**config.mk**
```make
export PLATFORM = sky130hd
export DESIGN_NAME = pep_mmacc_body_rd_sched
export DESIGN_NICKNAME = d
export VERILOG_FILES = /design/src/rtl/pep_mmacc_body_rd_sched.sv
export SDC_FILE = /design/constraint.sdc
export NUM_CORES = 1
export LEC_CHECK = 0
export CAP_MARGIN = 20
export CORE_AREA = 2 2 109 111
export DETAILED_ROUTE_END_ITERATION = 10
export DIE_AREA = 0 0 111 113
export MAX_ROUTING_LAYER = met4
export PLACE_DENSITY = 0.73
export RECOVER_POWER = 50
export SETUP_SLACK_MARGIN = 0.1
export SLEW_MARGIN = 15
export SYNTH_ARGS = -nofsm -noshare
export SYNTH_HDL_FRONTEND = slang
export SYNTH_SLANG_ARGS = --single-unit
```
**constraint.sdc**
```tcl
create_clock -name clk -period 10.2 [get_ports clk]
set_input_delay 2.04 -clock clk [delete_from_list [all_inputs] [get_ports clk]]
set_output_delay 2.04 -clock clk [all_outputs]
set_load 0.05 [all_outputs]
```
**src/rtl/pep_mmacc_body_rd_sched.sv**
```systemverilog
// Read scheduler in front of the mmacc body RAM.
// Holds in-order body read requests and issues each one to the RAM only once the
// requested PID has its KS body written with the matching parity (and, when
// PEP_MMACC_BORAM_CORR_WAIT_EN is defined, all LWE_K correction writes done).
// Without PEP_MMACC_BORAM_CORR_WAIT_EN the correction counters are removed and the
// correction write port is ignored.
module pep_mmacc_body_rd_sched #(
    parameter int unsigned TOTAL_PBS_NB = 32,
    parameter int unsigned PID_W        = 5,
    parameter int unsigned LWE_K        = 630,
    parameter int unsigned CNT_W        = 10,
    parameter int unsigned REQ_DEPTH    = 8
) (
    input  logic                         clk,
    input  logic                         a_rst_n,
    input  logic                         ks_boram_wr_en,
    input  logic [PID_W-1:0]             ks_boram_wr_pid,
    input  logic                         ks_boram_wr_parity,
    input  logic                         seq_boram_corr_wr_en,
    input  logic [PID_W-1:0]             seq_boram_corr_wr_pid,
    input  logic                         req_vld,
    output logic                         req_rdy,
    input  logic [PID_W-1:0]             req_pid,
    input  logic                         req_parity,
    output logic                         boram_rd_vld,
    input  logic                         boram_rd_rdy,
    output logic [PID_W-1:0]             boram_rd_pid,
    output logic                         boram_rd_parity,
    output logic [$clog2(REQ_DEPTH):0]   sched_pending,
    output logic                         sched_err
);

    localparam int unsigned AW = $clog2(REQ_DEPTH);
    localparam logic [AW:0] FULL_CNT = REQ_DEPTH[AW:0];

    // Request FIFO
    logic [PID_W-1:0] fifo_pid [REQ_DEPTH];
    logic             fifo_par [REQ_DEPTH];
    logic [AW:0]      wr_ptr_q, rd_ptr_q, fifo_cnt;
    logic             fifo_full, fifo_empty, push, pop, init_q;

    // Output register and per-PID write progress
    logic                    rd_vld_q, rd_par_q, rd_hs;
    logic [PID_W-1:0]        rd_pid_q;
    logic [TOTAL_PBS_NB-1:0] body_ok_q, body_ok_d, body_par_q, body_par_d;
    logic                    err_q, err_d;
    logic [PID_W-1:0]        head_pid;
    logic                    head_par, head_ready, head_corr_ok, out_wr_hit, corr_ovf;

    assign fifo_cnt   = wr_ptr_q - rd_ptr_q;
    assign fifo_full  = (fifo_cnt == FULL_CNT);
    assign fifo_empty = (fifo_cnt == '0);
    assign req_rdy    = init_q & ~fifo_full;
    assign push       = req_vld & req_rdy;
    assign head_pid   = fifo_pid[rd_ptr_q[AW-1:0]];
    assign head_par   = fifo_par[rd_ptr_q[AW-1:0]];
    assign rd_hs      = rd_vld_q & boram_rd_rdy;

`ifdef PEP_MMACC_BORAM_CORR_WAIT_EN
    logic [CNT_W-1:0] corr_cnt_q [TOTAL_PBS_NB];
    logic [CNT_W-1:0] corr_cnt_d [TOTAL_PBS_NB];
    logic [CNT_W-1:0] corr_base;

    // Correction counters: handshake clears first, then a same-cycle write counts from zero
    always_comb begin
        corr_cnt_d = corr_cnt_q;
        corr_ovf   = 1'b0;
        corr_base  = '0;
        if (rd_hs) corr_cnt_d[rd_pid_q] = '0;
        if (seq_boram_corr_wr_en) begin
            corr_base = corr_cnt_d[seq_boram_corr_wr_pid];
            if (corr_base == CNT_W'(LWE_K)) corr_ovf = 1'b1;
            else corr_cnt_d[seq_boram_corr_wr_pid] = corr_base + CNT_W'(1);
        end
    end

    // Correction counter state
    always_ff @(posedge clk or negedge a_rst_n) begin
        if (!a_rst_n) corr_cnt_q <= '{default: '0};
        else          corr_cnt_q <= corr_cnt_d;
    end

    assign head_corr_ok = (corr_cnt_q[head_pid] == CNT_W'(LWE_K));
    assign out_wr_hit   = rd_vld_q & ~boram_rd_rdy &
                          ((ks_boram_wr_en & (ks_boram_wr_pid == rd_pid_q)) |
                           (seq_boram_corr_wr_en & (seq_boram_corr_wr_pid == rd_pid_q)));
`else
    logic             unused_corr;
    logic [CNT_W-1:0] unused_lwe;
    assign unused_corr  = ^{seq_boram_corr_wr_en, seq_boram_corr_wr_pid};
    assign unused_lwe   = CNT_W'(LWE_K);
    assign corr_ovf     = 1'b0;
    assign head_corr_ok = 1'b1;
    assign out_wr_hit   = rd_vld_q & ~boram_rd_rdy & ks_boram_wr_en &
                          (ks_boram_wr_pid == rd_pid_q);
`endif

    // Head is ready only against registered state; the PID leaving the output register this
    // cycle still shows stale flags, so it is held back for one cycle
    assign head_ready = body_ok_q[head_pid] & (body_par_q[head_pid] == head_par) & head_corr_ok;
    assign pop        = ~fifo_empty & (~rd_vld_q | rd_hs) & head_ready &
                        ~(rd_hs & (head_pid == rd_pid_q));

    // Body flags: handshake clears, a same-cycle KS write wins
    always_comb begin
        body_ok_d  = body_ok_q;
        body_par_d = body_par_q;
        if (rd_hs) body_ok_d[rd_pid_q] = 1'b0;
        if (ks_boram_wr_en) begin
            body_ok_d[ks_boram_wr_pid]  = 1'b1;
            body_par_d[ks_boram_wr_pid] = ks_boram_wr_parity;
        end
    end

    assign err_d = err_q | corr_ovf | out_wr_hit;

    // Per-PID flags, sticky error and ready-after-reset flag
    always_ff @(posedge clk or negedge a_rst_n) begin
        if (!a_rst_n) begin
            body_ok_q  <= '0;
            body_par_q <= '0;
            err_q      <= 1'b0;
            init_q     <= 1'b0;
        end else begin
            body_ok_q  <= body_ok_d;
            body_par_q <= body_par_d;
            err_q      <= err_d;
            init_q     <= 1'b1;
        end
    end

    // FIFO pointers
    always_ff @(posedge clk or negedge a_rst_n) begin
        if (!a_rst_n) begin
            wr_ptr_q <= '0;
            rd_ptr_q <= '0;
        end else begin
            if (push) wr_ptr_q <= wr_ptr_q + 1'b1;
            if (pop)  rd_ptr_q <= rd_ptr_q + 1'b1;
        end
    end

    // FIFO storage, no reset needed since pointers gate visibility
    always_ff @(posedge clk) begin
        if (push) begin
            fifo_pid[wr_ptr_q[AW-1:0]] <= req_pid;
            fifo_par[wr_ptr_q[AW-1:0]] <= req_parity;
        end
    end

    // Output register: load the ready head, otherwise drop after handshake
    always_ff @(posedge clk or negedge a_rst_n) begin
        if (!a_rst_n) begin
            rd_vld_q <= 1'b0;
            rd_pid_q <= '0;
            rd_par_q <= 1'b0;
        end else if (pop) begin
            rd_vld_q <= 1'b1;
            rd_pid_q <= head_pid;
            rd_par_q <= head_par;
        end else if (rd_hs) begin
            rd_vld_q <= 1'b0;
        end
    end

    assign boram_rd_vld    = rd_vld_q;
    assign boram_rd_pid    = rd_pid_q;
    assign boram_rd_parity = rd_par_q;
    assign sched_pending   = fifo_cnt + {{AW{1'b0}}, rd_vld_q};
    assign sched_err       = err_q;

endmodule

```
==> summary.txt <==
Run status
  • Run status: finished, violations left
  • Failing checks: max-capacitance violations, max-slew violations

Finish
  • Post-Route Utilization: 62.59%
  • Diodes inserted: 0
  • Top library cells by usage in the layout, fill and taps aside: sky130_fd_sc_hd__dfrtp_1, sky130_fd_sc_hd__nand2_1, sky130_fd_sc_hd__edfxtp_1
  • Area growth from synthesis to final layout: 15.11%
  • FILL cells: 870
  • Final layout net count: 546
  • Most common cell after layout, fill and taps aside: sky130_fd_sc_hd__dfrtp_1
  • Layout cell share with drive strength beyond 1: 17.23%
  • Cell area after layout: 7056 um2

Setup path
  • Required time worst endpoint: 8160 ps
  • Crit path largest cell delay: 830 ps
  • Setup Crit Path Kind: reg -> out
  • Setup slack of the worst register-to-register path: 6080 ps
  • Maximum fanout count along the critical path: 14
  • Beginning of the critical path: rd_ptr_q[1]
  • Worst R2R Start: rd_ptr_q[1]
  • Category of the worst setup path capture point: output port
  • R2R Path End: boram_rd_pid[2]
  • Critical Path AT: 3520 ps
  • Worst r2r path cells: 9
  • Startpoint types: flip-flop
  • Ordered list of cells on the worst path: inv_1 -> ha_1 -> a21o_1 -> a21oi_1 -> xnor2_1 -> o21a_1 -> clkdlybuf4s50_1
  • Standard cell with the maximum stage delay on the critical path: sky130_fd_sc_hd__clkdlybuf4s50_1

Min path
  • Hold path startpoint: sched_err
  • Kind of path behind the tightest hold check: reg -> reg
  • Capture endpoint of the worst hold path: sched_err
  • Hold Crit Depth: 1

Clock tree
  • Quantity of hold-fixing buffers added after cts: 0
  • Clock network latency to the later pin of the worst-skew pair: 420 ps
  • Post-CTS repair timing setup buffer count: 0
  • CTS tree: yes
  • CTS sink cnt: 129
  • TritonCTS Buffers: 17
  • Clock Pin Slew Worst Setup and Hold Paths: 60 ps
  • CTS H-tree lvls: 4
  • CTS max path bufs: 2
  • Buffer cell driving the clock tree root: sky130_fd_sc_hd__clkbuf_16
  • Number of gates given a new drive strength after cts: 0

Place
  • HPWL after detailed placement: 8.940 mm
  • Placed inst area: 6513 um2
  • RePlAce Congestion: 0.8835
  • I/O Buffers: 29

Detailed routing
  • Wire length reported by the detailed router: 13.62 mm
  • Overall via count from detail_route: 3976
  • Antenna-violating nets left: 0
  • Number of optimization iterations in the first detailed-route pass: 5
  • Average wire length per cell after detail routing: 20.29 um
  • Remaining routing DRC violations: 0
  • Via density per instance: 5.925
  • DRC violation total after the first TritonRoute iteration: 355

Floorplan
  • FP Rows: 39
  • Initial core utilization: 54.38%
  • Core area: 11270 um2
  • Die boundary height: 113 um
  • Number of primary I/O pins: 36
  • Die area: 12540 um2
  • Die width: 111 um

GRT
  • Vias in the first global route: 4144
  • Largest net degree at the start of global routing: 82
  • Global-route wire length before repair: 22.10 mm
  • Global-route congestion overflow total: 0
  • Antenna violations before repair: 0
  • Combined global-route utilization of all metal layers: 24.08%

Timing
  • Pins Over Slew Limit: 63
  • Worst-case clock skew: 7.556 ps
  • Rel. slew slack: -122.9%
  • Final setup vio count: 0
  • Minimum clock period after layout: 5564 ps
  • Final-layout setup total negative slack: 0 ps
  • Setup repair after global routing missed its margin: no
  • Count of endpoints failing hold in the final timing report: 0
  • Actual transition at the worst max-transition pin: 3344 ps
  • Fraction of the cycle the final worst path needs: 54.55%
  • Maximum achievable frequency: 179.7 MHz

Synthesis
  • Post-Synthesis Net Count: 512
  • Mapped cell area: 6130 um2
  • Mean area per synthesized cell: 12.74 um2
  • Warnings, synthesis: 0
  • Ys flop type: sky130_fd_sc_hd__dfrtp_1
  • Number of synthesized flops with an enable pin: 48
  • Proportion of synthesized chip area in sequential cells: 56.58%
  • Number of distinct library cells after synthesis: 50
  • Synthesis-stage register bit count: 129
  • Async set or reset register ratio after synthesis: 62.79%
  • Cells after Synth: 481

Power
  • Worst VDD drop: 0.0004522 V
  • Static leakage power: 2.865 nW
  • Power Density: 367.6 nW/um2

Run
  • Number of max-cap violations: 1
state kept, by name, indices dropped and copies added (netlist names):
| signal | flops |
|---|---|
| body_ok_q | 32 |
| body_par_q | 32 |
| boram_rd_parity | 1 |
| boram_rd_pid | 5 |
| boram_rd_vld | 1 |
| fifo_par | 8 |
| fifo_pid | 40 |
| init_q | 1 |
| rd_ptr_q | 4 |
| sched_err | 1 |
| wr_ptr_q | 4 |
power breakdown:
part           switching, mW  total [mW]  internal (mW)
Combinational          0.716        1.24          0.523
Sequential             0.127       0.807          0.680
Clock                  0.235       0.547          0.312
kinds of logic (layout without fill, tap and decap cells):
| logic type | count (synthesis) | after routing | synth area share [%] |
|---|---|---|---|
| AO/OA/AOI/OAI | 67 | 67 | 6.369 |
| XOR/XNOR | 21 | 21 | 3.001 |
| adder cells (fa/ha/maj) | 8 | 8 | 1.755 |
| buffers and inverters | 29 | 76 | 2.613 |
| flip-flops | 129 | 129 | 56.58 |
| multiplexers | 95 | 95 | 19.27 |
| other | 1 | 1 | 0.06118 |
| AND/OR/NAND/NOR | 131 | 131 | 10.35 |
worst max-delay path by stage:
stage	cells past startpoint	slack, ps	end
final	7	4640	req_rdy
after global routing	2	3850	body_ok_q[31]
after CTS	7	4610	req_rdy
after detailed placement	7	5070	req_rdy
after global placement	7	5140	req_rdy
after floorplan	6	5890	sched_pending[3]
per-stage QoR:
step	power (mW)	std cells	hold slack (ps)	worst slack, ps
2_1_floorplan	1.758	481	460.4	5890
3_3_place_gp	2.003	638	446.7	5135
3_5_place_dp	2.044	638	454.4	5069
4_1_cts	2.597	670	467.3	4610
5_1_grt	2.742	671	506.6	3847
6_report	2.593	671	464.7	4636
layer usage:
metal  track usage [%]  vias to the layer above  wire [um]
li1                  -                     1822          -
met1             31.35                     1995       5841
met2             35.99                      141       6505
met3             7.392                       18       1092
met4             9.083                        0        177
met5                 -                        -          0
synth_stat cells, types with 4 or more instances:
master	number	area [um2]
sky130_fd_sc_hd__mux2_2	36	405.4
sky130_fd_sc_hd__inv_1	10	37.54
sky130_fd_sc_hd__nand2_1	59	221.5
sky130_fd_sc_hd__mux2i_1	43	430.4
sky130_fd_sc_hd__nor3b_1	4	30.03
sky130_fd_sc_hd__ha_1	7	87.58
sky130_fd_sc_hd__nand2b_1	5	31.28
sky130_fd_sc_hd__nand3_1	10	50.05
sky130_fd_sc_hd__buf_6	4	45.04
sky130_fd_sc_hd__mux4_2	10	225.2
sky130_fd_sc_hd__xnor2_1	12	105.1
sky130_fd_sc_hd__o21ai_0	42	210.2
sky130_fd_sc_hd__edfxtp_1	48	1441
sky130_fd_sc_hd__nand3b_1	4	30.03
sky130_fd_sc_hd__a21oi_1	7	35.03
sky130_fd_sc_hd__a22oi_1	11	82.58
sky130_fd_sc_hd__dfrtp_1	81	2027
sky130_fd_sc_hd__clkbuf_1	11	41.29
sky130_fd_sc_hd__nor2_1	23	86.33
sky130_fd_sc_hd__nor3_1	6	30.03
sky130_fd_sc_hd__xor2_1	9	78.83
critical path: cells and delay by family (launching register included):
kind | cells | cell delay [ps]
buffers and inverters | 2 | 1100
xor gates and xnor gates | 1 | 220
AOI/OAI and AO/OA | 3 | 620
adders and majority gates | 1 | 350
DFF | 1 | 810
cell type report:
| type | instances | area (um2) | area share [%] |
|---|---|---|---|
| repair buffers | 33 | 310.3 | 4.398 |
| well taps | 143 | 178.9 | 2.536 |
| inverters | 11 | 41.29 | 0.5852 |
| multi-input cells | 323 | 2519 | 35.70 |
| clock inverters | 14 | 108.9 | 1.543 |
| flip-flops and latches | 129 | 3468 | 49.16 |
| clock buffers | 18 | 429.2 | 6.083 |
Note: power is estimated with default switching activity, not from simulation.
